--- src/rtl/uart_tx_feeder_if.sv ---
// Bundle of the write-side FIFO port and the transmitter-core handshake for uart_tx_feeder.
// The slave modport is the feeder; the master modport is the producer plus transmitter core.
interface uart_tx_feeder_if #(
    parameter int DATA_WIDTH = 8,
    parameter int FIFO_DEPTH = 16
);
    localparam int LEVEL_WIDTH = $clog2(FIFO_DEPTH) + 1;

    logic                   wr_en;
    logic [DATA_WIDTH-1:0]  wr_data;
    logic                   full;
    logic                   empty;
    logic [LEVEL_WIDTH-1:0] level;
    logic                   overflow;
    logic                   tx_start;
    logic [DATA_WIDTH-1:0]  tx_data;
    logic                   tx_busy;
    logic                   timeout_err;

    modport master (
        output wr_en, wr_data, tx_busy,
        input  full, empty, level, overflow, tx_start, tx_data, timeout_err
    );

    modport slave (
        input  wr_en, wr_data, tx_busy,
        output full, empty, level, overflow, tx_start, tx_data, timeout_err
    );
endinterface

--- src/rtl/uart_tx_feeder.sv ---
// Byte FIFO that feeds a UART transmitter core one byte at a time, with a start strobe
// and a watchdog on the core's busy response.
module uart_tx_feeder #(
    parameter int DATA_WIDTH   = 8,
    parameter int FIFO_DEPTH   = 16,
    parameter int BUSY_TIMEOUT = 15
) (
    input  logic            clk,
    input  logic            reset,
    uart_tx_feeder_if.slave bus
);
    localparam int PTR_WIDTH   = $clog2(FIFO_DEPTH);
    localparam int LEVEL_WIDTH = PTR_WIDTH + 1;
    localparam int CNT_WIDTH   = (BUSY_TIMEOUT < 1) ? 1 : $clog2(BUSY_TIMEOUT + 1);
    localparam logic [LEVEL_WIDTH-1:0] FULL_LEVEL    = LEVEL_WIDTH'(FIFO_DEPTH);
    localparam logic [CNT_WIDTH-1:0]   TIMEOUT_LIMIT = CNT_WIDTH'(BUSY_TIMEOUT);

    typedef enum logic [1:0] {
        IDLE,
        START,
        WAIT_BUSY,
        WAIT_DONE
    } state_t;

    state_t state, state_next;

    logic [DATA_WIDTH-1:0]  mem [FIFO_DEPTH];
    logic [PTR_WIDTH-1:0]   wr_ptr, rd_ptr;
    logic [LEVEL_WIDTH-1:0] level_q, level_next;
    logic                   full_q, empty_q, overflow_q;
    logic                   push, pop;

    logic                   tx_start_q, tx_start_next;
    logic [DATA_WIDTH-1:0]  tx_data_q, tx_data_next;
    logic                   timeout_q, timeout_next;
    logic [CNT_WIDTH-1:0]   cnt_q, cnt_next;

    // A write against a full FIFO is dropped even if a pop frees a slot at the same edge.
    assign push = bus.wr_en && !full_q;

    always_comb begin
        level_next = level_q;
        if (push && !pop) begin
            level_next = level_q + LEVEL_WIDTH'(1);
        end else if (pop && !push) begin
            level_next = level_q - LEVEL_WIDTH'(1);
        end
    end

    always_ff @(posedge clk) begin
        if (reset) begin
            wr_ptr     <= '0;
            rd_ptr     <= '0;
            level_q    <= '0;
            full_q     <= 1'b0;
            empty_q    <= 1'b1;
            overflow_q <= 1'b0;
        end else begin
            if (push) begin
                wr_ptr <= wr_ptr + PTR_WIDTH'(1);
            end
            if (pop) begin
                rd_ptr <= rd_ptr + PTR_WIDTH'(1);
            end
            level_q    <= level_next;
            full_q     <= (level_next == FULL_LEVEL);
            empty_q    <= (level_next == '0);
            overflow_q <= bus.wr_en && full_q;
        end
    end

    // Storage is left uncleared by reset; the pointers alone define what is valid.
    always_ff @(posedge clk) begin
        if (push && !reset) begin
            mem[wr_ptr] <= bus.wr_data;
        end
    end

    always_ff @(posedge clk) begin
        if (reset) begin
            state      <= IDLE;
            tx_start_q <= 1'b0;
            tx_data_q  <= '0;
            timeout_q  <= 1'b0;
            cnt_q      <= '0;
        end else begin
            state      <= state_next;
            tx_start_q <= tx_start_next;
            tx_data_q  <= tx_data_next;
            timeout_q  <= timeout_next;
            cnt_q      <= cnt_next;
        end
    end

    // The counter only advances below the limit, so it can never wrap.
    always_comb begin
        state_next    = state;
        pop           = 1'b0;
        tx_start_next = 1'b0;
        tx_data_next  = tx_data_q;
        timeout_next  = 1'b0;
        cnt_next      = cnt_q;
        case (state)
            IDLE: begin
                if (!empty_q) begin
                    pop          = 1'b1;
                    tx_data_next = mem[rd_ptr];
                    state_next   = START;
                end
            end
            START: begin
                tx_start_next = 1'b1;
                cnt_next      = '0;
                state_next    = WAIT_BUSY;
            end
            WAIT_BUSY: begin
                if (bus.tx_busy) begin
                    state_next = WAIT_DONE;
                end else if (cnt_q == TIMEOUT_LIMIT) begin
                    timeout_next = 1'b1;
                    state_next   = IDLE;
                end else begin
                    cnt_next = cnt_q + CNT_WIDTH'(1);
                end
            end
            WAIT_DONE: begin
                if (!bus.tx_busy) begin
                    state_next = IDLE;
                end
            end
            default: state_next = IDLE;
        endcase
    end

    assign bus.full        = full_q;
    assign bus.empty       = empty_q;
    assign bus.level       = level_q;
    assign bus.overflow    = overflow_q;
    assign bus.tx_start    = tx_start_q;
    assign bus.tx_data     = tx_data_q;
    assign bus.timeout_err = timeout_q;
endmodule
--- src/flat_wrapper.sv ---
// flat-port wrapper written by rule: the top's interface ports become plain ports
module uart_tx_feeder_flat 
#(
    parameter int DATA_WIDTH   = 8,
    parameter int FIFO_DEPTH   = 16,
    parameter int BUSY_TIMEOUT = 15
)
  (clk, reset, bus_wr_en, bus_wr_data, bus_tx_busy, bus_full, bus_empty, bus_level, bus_overflow, bus_tx_start, bus_tx_data, bus_timeout_err);
  uart_tx_feeder_if #(.DATA_WIDTH(DATA_WIDTH), .FIFO_DEPTH(FIFO_DEPTH)) bus_i ();
  input  logic clk;
  input  logic reset;
  input wire logic [$bits(bus_i.wr_en)-1:0] bus_wr_en;
  input wire logic [$bits(bus_i.wr_data)-1:0] bus_wr_data;
  input wire logic [$bits(bus_i.tx_busy)-1:0] bus_tx_busy;
  output wire logic [$bits(bus_i.full)-1:0] bus_full;
  output wire logic [$bits(bus_i.empty)-1:0] bus_empty;
  output wire logic [$bits(bus_i.level)-1:0] bus_level;
  output wire logic [$bits(bus_i.overflow)-1:0] bus_overflow;
  output wire logic [$bits(bus_i.tx_start)-1:0] bus_tx_start;
  output wire logic [$bits(bus_i.tx_data)-1:0] bus_tx_data;
  output wire logic [$bits(bus_i.timeout_err)-1:0] bus_timeout_err;
  assign bus_i.wr_en = bus_wr_en;
  assign bus_i.wr_data = bus_wr_data;
  assign bus_i.tx_busy = bus_tx_busy;
  assign bus_full = bus_i.full;
  assign bus_empty = bus_i.empty;
  assign bus_level = bus_i.level;
  assign bus_overflow = bus_i.overflow;
  assign bus_tx_start = bus_i.tx_start;
  assign bus_tx_data = bus_i.tx_data;
  assign bus_timeout_err = bus_i.timeout_err;
  uart_tx_feeder #(.DATA_WIDTH(DATA_WIDTH), .FIFO_DEPTH(FIFO_DEPTH), .BUSY_TIMEOUT(BUSY_TIMEOUT)) u_core (.clk(clk), .reset(reset), .bus(bus_i));
endmodule
--- config.mk ---
export PLATFORM = sky130hd
export DESIGN_NAME = uart_tx_feeder_flat
export DESIGN_NICKNAME = d
export VERILOG_FILES = /design/src/rtl/uart_tx_feeder_if.sv /design/src/rtl/uart_tx_feeder.sv /design/src/flat_wrapper.sv
export SDC_FILE = /design/constraint.sdc
export NUM_CORES = 1
export LEC_CHECK = 0
export ABC_AREA = 1
export CAP_MARGIN = 25
export CORE_UTILIZATION = 41
export DETAILED_ROUTE_END_ITERATION = 10
export PLACE_DENSITY = 0.59
export SLEW_MARGIN = 20
export SYNTH_ARGS = -nofsm -noshare
export SYNTH_HDL_FRONTEND = slang
export SYNTH_SLANG_ARGS = --single-unit
--- constraint.sdc ---
create_clock -name clk -period 5.1 [get_ports clk]
set_clock_uncertainty 0.15 [all_clocks]
set_input_delay 1.02 -clock clk [delete_from_list [all_inputs] [get_ports clk]]
set_output_delay 1.02 -clock clk [all_outputs]
set_load 0.05 [all_outputs]
==> impl_metrics.csv <==
group,metric,value,unit
yosys,synthCells,632,
timing,clock.fmax,343,MHz
global_routing,grt_pass1_vias,4316,
final_layout,final_util,48.5,%
critical_path,ff2ff_setup_slack,2.76,ns
timing,slew_viol_final,0,
power_and_ir_drop,p_clk_share,31.7,%
cts,cts_buffers,17,
floorplanning,die_w,130,µm
critical_path,critPathRequiredTime,5.00,ns
yosys,synth_top_area_share,57.2,%
timing,hold_viol,0,
critical_path,crit_fanout,24,
floorplanning,core,15900,µm²
final_layout,multi_input_area,1900,µm²
yosys,post_synth.cell_area_avg,10.6,µm²
yosys,synthFlopType,"edfxtp_1",
cts,post_cts_buffers,0,
hold_path,whs_endpoint,"u_core.bus.overflow",
global_routing,antenna_found_initial,0,
yosys,synth_top_area_cell,"edfxtp_1",
route,drc,0,
yosys,seq_area_frac_synth,66.8,%
route,drt-total-wl,15.7,mm
yosys,yosys-top-cells-area,"edfxtp_1, dfxtp_1, nor2_1",
route,vias_per_cell,5.18,
power_and_ir_drop,power.switching,1.45,mW
yosys,ys_types,34,
yosys,synth_edf_count,128,
yosys,syn_area,6720,µm²
power_and_ir_drop,p_int,2.65,mW
yosys,yosysWarningCount,0,
global_routing,grt_max_degree,75,
yosys,async_reset_ff_share,0,%
cts,cts.sinks,160,
run,drv_cap,0,
critical_path,crit_type,"in -> reg",
critical_path,cp-start-kind,"primary input",
route,via_count,4566,
hold_path,hp-class,"reg -> reg",
critical_path,reg2reg_from,"u_core.rd_ptr[3]",
route,firstDrtPassIters,5,
global_routing,track_usage,20.0,%
yosys,synth.most_common_cell,"nor2_1",
final_layout,layout-drive-gt1-share,7.97,%
status,run_status,"finished, final reports clean",
floorplanning,dieArea,16900,µm²
final_layout,final_area,7730,µm²
power_and_ir_drop,p_seq_share,37.7,%
timing,slew_headroom,37.9,%
final_layout,area_delta_synth_final,15.2,%
cts,cts.clk_slew.worst_paths,0.06,ns
timing,setup_tns,0,ns
power_and_ir_drop,p_leak,2.75,nW
timing,worst_pin_slew,0.931,ns
final_layout,final_nets,672,
floorplanning,rows,46,
cts,root_buffer,"clkbuf_16",
critical_path,worstReg2RegEnd,"u_core.bus.tx_data[7]",
placed_design,gp_congestion,0.813,
critical_path,end_kind,"flop",
final_layout,seq_area,4490,µm²
global_routing,grt_remaining_overflow,0,
critical_path,cp_data_arrival_time,2.82,ns
placed_design,place_area,7130,µm²
timing,fin_crit_sh,57.2,%
power_and_ir_drop,swShare,35.4,%
cts,holdBufCountCts,0,
timing,setup_viol,0,
cts,cts_tree,"built",
cts,clk_latency,0.43,ns
power_and_ir_drop,peakVddDrop,302,µV
floorplanning,ios,30,
timing,finalCriticalPeriod,2.92,ns
cts,clockBufferDepth,2,
route,drt-initial-drc-count,461,
floorplanning,start_util,42.1,%
placed_design,hpwl,10.3,mm
power_and_ir_drop,p_comb_share,30.6,%
route,ant_nets,0,
placed_design,port_buffers,29,
final_layout,diodes,0,
power_and_ir_drop,power_density,530,nW/µm²
yosys,synth_nets,652,
route,wire_per_inst,17.9,µm
global_routing,grt_pass1_wl,23.8,mm
yosys,synth.ff_latch_count,160,
cts,cts_resized,0,
hold_path,holdPathStages,2,
cts,htreeDepth,4,
critical_path,reg2reg_depth,6,
timing,rsz0062_at_grt,"no",
yosys,synthTopCellsByCount,"nor2_1, edfxtp_1, nand3_1",
hold_path,min_from,"u_core.bus.full",
final_layout,nFillCells,1442,
floorplanning,dieHeight,130,µm
per-stage QoR:
stage	std cells	worst slack (ns)	hold WS (ns)	total power, mW
after floorplan	632	2.67	0.308	2.52
after global placement	849	1.77	0.335	2.82
after detailed placement	849	1.72	0.329	2.83
after CTS	881	2.17	0.337	4.12
after global routing	881	2.00	0.341	4.31
final	881	2.18	0.336	4.10
worst max-delay path by stage:
| stage | startpoint | end | slack (ns) |
|---|---|---|---|
| 2_1_floorplan | reset | u_core.mem[12][0] | 2.67 |
| 3_3_place_gp | reset | u_core.mem[5][3] | 1.77 |
| 3_5_place_dp | reset | u_core.mem[5][3] | 1.72 |
| 4_1_cts | reset | u_core.mem[5][6] | 2.17 |
| 5_1_grt | reset | u_core.mem[10][6] | 2.00 |
| 6_report | reset | u_core.mem[5][6] | 2.18 |
per-layer routing:
| layer | routed length [µm] | vias to the layer above | GRT usage (%) |
|---|---|---|---|
| met2 | 7390 | 154 | 31.5 |
| li1 | - | 2205 | - |
| met3 | 973 | 25 | 5.33 |
| met1 | 7000 | 2182 | 25.8 |
| met4 | 367 | 0 | 9.30 |
| met5 | 0 | - | 0 |
cell families after synthesis:
| kind of cell | Yosys count | synth area share [%] |
|---|---|---|
| AND/OR/NAND/NOR | 309 | 20.1 |
| AO/OA/AOI/OAI | 81 | 6.48 |
| buffers and inverters | 73 | 4.99 |
| flip-flops | 160 | 66.8 |
| XOR/XNOR | 1 | 0.130 |
| adder cells (fa/ha/maj) | 8 | 1.49 |
cell type report:
type	count	share of cell area, %
Sequential cell	160	58.0
Multi-Input combinational cell	399	24.5
Clock buffer	17	5.50
Timing Repair Buffer	32	4.04
Tap cell	216	3.49
Clock inverter	15	2.38
Inverter	42	2.07
flip-flops by register name, indices dropped and copies added, names as in the netlist:
name / cells
u_core.bus.empty: 1
u_core.bus.full: 1
u_core.bus.level: 5
u_core.bus.overflow: 1
u_core.bus.timeout_err: 1
u_core.bus.tx_data: 8
u_core.bus.tx_start: 1
u_core.cnt_q: 4
u_core.mem: 128
u_core.rd_ptr: 4
u_core.state: 2
u_core.wr_ptr: 4
critical path, cell delays in order:
cell             delay [ns]
clkdlybuf4s50_1        0.39
buf_4                  0.22
inv_1                  0.32
nand3_1                0.23
nor2_1                 0.63
layout by cell type (no fill, tap or decap), types with 4 or more instances in the layout:
master             n
a21oi_1           12
clkbuf_16         17
clkdlybuf4s50_1   29
clkinv_4           4
dfxtp_1           31
edfxtp_1         128
ha_1               8
inv_1             35
inv_2              4
nand2_1           54
nand3_1           74
nor2_1           159
nor3_1             4
o211ai_1           8
o21ai_0           37
o21ai_1           21
power groups by stage:
| stage | sequential [mW] | combinational, mW | clock (mW) |
|---|---|---|---|
| 6_report | 1.55 | 1.26 | 1.30 |
| 5_1_grt | 1.56 | 1.39 | 1.37 |
| 4_1_cts | 1.55 | 1.26 | 1.31 |
| 3_5_place_dp | 1.57 | 1.26 | 0 |
| 3_3_place_gp | 1.57 | 1.25 | 0 |
| 2_1_floorplan | 1.74 | 0.781 | 0 |
(Power assumes the default switching activity.)
